===== config.mk =====
export PLATFORM = sky130hd
export DESIGN_NAME = sweep_scheduler
export DESIGN_NICKNAME = d
export VERILOG_FILES = /design/src/rtl/sweep_scheduler.sv
export SDC_FILE = /design/constraint.sdc
export NUM_CORES = 1
export LEC_CHECK = 0
export ABC_AREA = 1
export BUFFER_PORTS_ARGS = -buffer_cell sky130_fd_sc_hd__buf_4
export CAP_MARGIN = 15
export CORE_AREA = 8 8 45 47
export DETAILED_ROUTE_END_ITERATION = 8
export DIE_AREA = 0 0 53 55
export GPL_TIMING_DRIVEN = 1
export PLACE_DENSITY = 0.8
export REMOVE_ABC_BUFFERS = 1
export SYNTH_ARGS = -nofsm -noshare
export SYNTH_HDL_FRONTEND = slang
export SYNTH_SLANG_ARGS = --single-unit

===== constraint.sdc =====
create_clock -name clk -period 1.9 [get_ports clk]
set_input_delay 0.285 -clock clk [delete_from_list [all_inputs] [get_ports clk]]
set_output_delay 0.285 -clock clk [all_outputs]
set_load 0.03 [all_outputs]

===== src/rtl/sweep_scheduler.sv =====
// Purpose : round-robin share of one NDATA-beat index sweep between two requesters; idx beats 0..NDATA-1 under valid/ready.
// Latency : request seen at a clock edge -> grant and idx=0 visible one cycle later; done pulses the cycle after the last beat is accepted.
// Backpr. : idx_rdy=0 holds idx (no skip, no duplicate); abort wins over a same-cycle accept and returns to idle without done.
//
// Ports:
//   clk, rst      single clock, synchronous active-high reset
//   req[1:0]      level-sensitive sweep requests from the two engines
//   abort         terminate the sweep in progress (ignored outside SWEEP)
//   idx_rdy       consumer accepts the current beat
//   gnt[1:0]      one-hot grant held for the whole sweep, 00 otherwise
//   idx, idx_vld  current sweep index and its valid
//   last          idx_vld && idx==NDATA-1
//   done[1:0]     one-cycle pulse to the requester whose sweep completed normally
//   busy          high in SWEEP and DONE
module sweep_scheduler #(
  parameter  int NDATA     = 128,
  localparam int NDATA_LOG = $clog2(NDATA)
) (
  input  logic                 clk,
  input  logic                 rst,
  input  logic [1:0]           req,
  input  logic                 abort,
  input  logic                 idx_rdy,
  output logic [1:0]           gnt,
  output logic [NDATA_LOG-1:0] idx,
  output logic                 idx_vld,
  output logic                 last,
  output logic [1:0]           done,
  output logic                 busy
);

  typedef enum logic [1:0] {
    IDLE  = 2'd0,
    SWEEP = 2'd1,
    DONE  = 2'd2
  } state_t;

  localparam logic [NDATA_LOG-1:0] IDX_MAX = NDATA_LOG'(NDATA - 1);

  state_t               state_q, state_d;
  logic                 g_q;        // index of the granted requester
  logic                 rr_last_q;  // requester that held the sweep most recently
  logic [NDATA_LOG-1:0] idx_q;
  logic                 pick;

  // Arbitration: a lone request wins outright; a tie goes to whoever did not go last.
  always_comb begin
    pick = 1'b0;
    case (req)
      2'b01:   pick = 1'b0;
      2'b10:   pick = 1'b1;
      2'b11:   pick = ~rr_last_q;
      default: pick = 1'b0;
    endcase
  end

  // State register and sweep datapath
  always_ff @(posedge clk) begin
    if (rst) begin
      state_q   <= IDLE;
      g_q       <= 1'b0;
      rr_last_q <= 1'b1;
      idx_q     <= '0;
    end else begin
      state_q <= state_d;
      case (state_q)
        IDLE: begin
          idx_q <= '0;
          if (req != 2'b00) g_q <= pick;
        end
        SWEEP: begin
          if (abort) begin
            // aborted sweep still counts as this requester's turn
            idx_q     <= '0;
            rr_last_q <= g_q;
          end else if (idx_rdy) begin
            // idx returns to 0 after the final beat; no wrap beat is shown since idx_vld drops
            if (idx_q == IDX_MAX) idx_q <= '0;
            else                  idx_q <= idx_q + NDATA_LOG'(1);
          end
        end
        DONE: begin
          idx_q     <= '0;
          rr_last_q <= g_q;
        end
        default: idx_q <= '0;
      endcase
    end
  end

  // Next-state logic
  always_comb begin
    state_d = state_q;
    case (state_q)
      IDLE:    if (req != 2'b00) state_d = SWEEP;
      SWEEP: begin
        if (abort)                             state_d = IDLE;
        else if (idx_rdy && idx_q == IDX_MAX)  state_d = DONE;
      end
      DONE:    state_d = IDLE;
      default: state_d = IDLE;
    endcase
  end

  // Outputs: pure decodes of flops (state, grant index, idx)
  always_comb begin
    gnt     = 2'b00;
    done    = 2'b00;
    idx_vld = 1'b0;
    busy    = 1'b0;
    idx     = idx_q;
    case (state_q)
      SWEEP: begin
        gnt     = g_q ? 2'b10 : 2'b01;
        idx_vld = 1'b1;
        busy    = 1'b1;
      end
      DONE: begin
        done = g_q ? 2'b10 : 2'b01;
        busy = 1'b1;
      end
      default: begin
        gnt = 2'b00;
      end
    endcase
    last = idx_vld && (idx_q == IDX_MAX);
  end

endmodule


==> results.toml <==
[route]
ant_nets = 0
wl_per_cell_um = 11.1
vias = 594
vias_per_cell = 4.83
remaining_drc_errors = 0
first_pass_iters = 4
wl_um = 1370
drt-initial-drc-count = 11

[clock_network]
cts_hold_buf = 0
numCtsBuffers = 3
h-tree-depth = 1
cts-root-buf = "clkbuf_4"
clkSinkCount = 11
path_clk_slew_ns = 0.07
cts_resized = 0
cts_setup_buffers = 0
clkLatencyLatePin_ns = 0.27
cts_tree = "built"
clock_path_buffers = 2

[worst_setup_path]
slowest_stage = "dfxtp_1"
slowest_delay_ns = 0.31
cpMostUsedCell = "inv_1"
cp-startpoint = "state_q[1]$_SDFFE_PP0P_"
crit_family = "buffers and inverters"
cp.required_ns = 1.62
critPathMaxFanout = 4
crit_arrival_ns = 1.48
cp_cell_sequence = "inv_1 -> ha_1 -> inv_1 -> nor3_1 -> buf_4"
end_kind = "output port"
worst-path-buf-inv = 3
crit_type = "register to output port"
start_kind = "register"
reg2reg_from = "state_q[1]$_SDFFE_PP0P_"

[timing]
final_hold_viol_count = 0
rsz0062_at_grt = "no"
setup_viol = 0
report.final.slew_viol_count = 0
post-route-period-util = 0.929
timing.fmax_ghz = 0.566
finalCriticalPeriod_ns = 1.77
tightest_slew_ns = 0.209
fin_tns_setup_ns = 0
slew_headroom = 0.860
clock_skew_ns = 0.00307

[yosys]
synth_cells = 84
yosysSeqAreaShare = 0.361
ys_seq_elements = 11
synth.area.top_cells = "dfxtp_1 (36%), nand2_1 (11%), ha_1 (10%), inv_1 (7.4%), nand3_1 (5.7%)"
yosysWarnings = 0
synth_area_leader_cell = "dfxtp_1"
yosysUniqueCellTypes = 19
post_synth.cell_area_avg_um2 = 7.27
yosysTopAreaCellShare = 0.361
syn_area_um2 = 611

[floorplanning]
chipWidth_um = 53
rows = 14
io_pins = 20
design.die.area_um2 = 2920
die_h_um = 55
initial_core_util = 0.441
placeableCoreArea_um2 = 1380

[min_path]
hp-class = "input port to register"
worstHoldStart = "rst"

[finish]
fillCellCount = 137
final_common_cell = "buf_4"
synthToLayoutAreaGrowth_pct = 30.9
nets = 119
diodes = 0
drive_gt1_frac = 0.280
fin_util = 0.578
final_cell_mix = "buf_4 (19), nand2_1 (18), inv_1 (12)"

[grt]
grt_pass1_wl_um = 2280
antenna_found_initial = 0
grt_overflow = 0
track_usage = 0.104
grt_max_degree = 7
grt_pass1_vias = 581

[placement]
dp_hpwl_um = 1100
gp_congestion = 0.713
io_buffer_count = 19

[power]
powerDensity_nw_per_um2 = 745
ir_drop_uv = 456
p_leak_nw = 0.393

[run]
max_cap_violations = 0

[status]
outcome = "finished clean"
## worst register-to-register path: cells and delay by family, from the launching register on
| family | cells | cell delay, ns |
|---|---|---|
| AOI/OAI and AO/OA | 1 | 0.17 |
| adders and majority gates | 1 | 0.24 |
| buffers and inverters | 2 | 0.24 |
| DFF | 1 | 0.31 |
| and+or+nand+nor | 2 | 0.34 |
## path summary, 6_finish.rpt
kind / end / slack (ns) / cells after the start
setup / recovery: last / 0.13 / 5
hold / removal: g_q$_SDFFE_PP0P_ / 0.17 / 2
setup reg to reg: idx[0]$_SDFFE_PP0P_ / 0.53 / 6
hold reg to reg: rr_last_q$_SDFFE_PP1P_ / 0.49 / 2
## state kept, by name, indices dropped and copies added (netlist names)
| register | cells |
|---|---|
| g_q | 1 |
| idx | 7 |
| rr_last_q | 1 |
| state_q | 2 |
## where the power goes
group	internal, mW	switching, mW
clock	0.0813	0.0764
combinational	0.0661	0.116
sequential	0.245	0.0110
## cell families (layout without fill, tap and decap cells)
group,after synthesis,in the layout,share of synthesized area
compound gates,9,9,0.0820
xor+xnor,2,2,0.0287
fa+ha+maj,5,5,0.102
buf+inv,13,36,0.0799
flops,11,11,0.361
simple gates,44,44,0.346
## cell type report
cell class                      count  area, um2  area share
Clock buffer                        4       26.3      0.0329
Inverter                           13       48.8      0.0610
Multi-Input combinational cell     60        342       0.427
Sequential cell                    11        220       0.275
Tap cell                           16       20.0      0.0250
Timing Repair Buffer               19        143       0.178
## Yosys cell counts, drive strengths merged
library cell,instances
nand4,1
a31oi,1
nor2,12
and3,1
nor3,3
dfxtp,11
inv,13
o21ai,2
a21oi,6
ha,5
nand2,20
nand3,7
xnor2,2
## routing by layer
metal	GRT usage	part of all wire
met1	0.108	0.46
met2	0.168	0.41
met3	0.0561	0.11
met4	0.0517	0.018
met5	0	0
## stage by stage
step	std cells	cell area, um2	worst slack [ns]	power [mW]	hold slack, ns
floorplan	84	611	-0.0608	0.387	0.354
global placement	119	773	0.490	0.440	0.455
detailed placement	119	773	0.439	0.443	0.453
CTS	123	800	0.131	0.607	0.163
global route	123	800	0.00829	0.646	0.157
finish	123	800	0.135	0.596	0.173
Note: power is estimated with default switching activity, not from simulation.
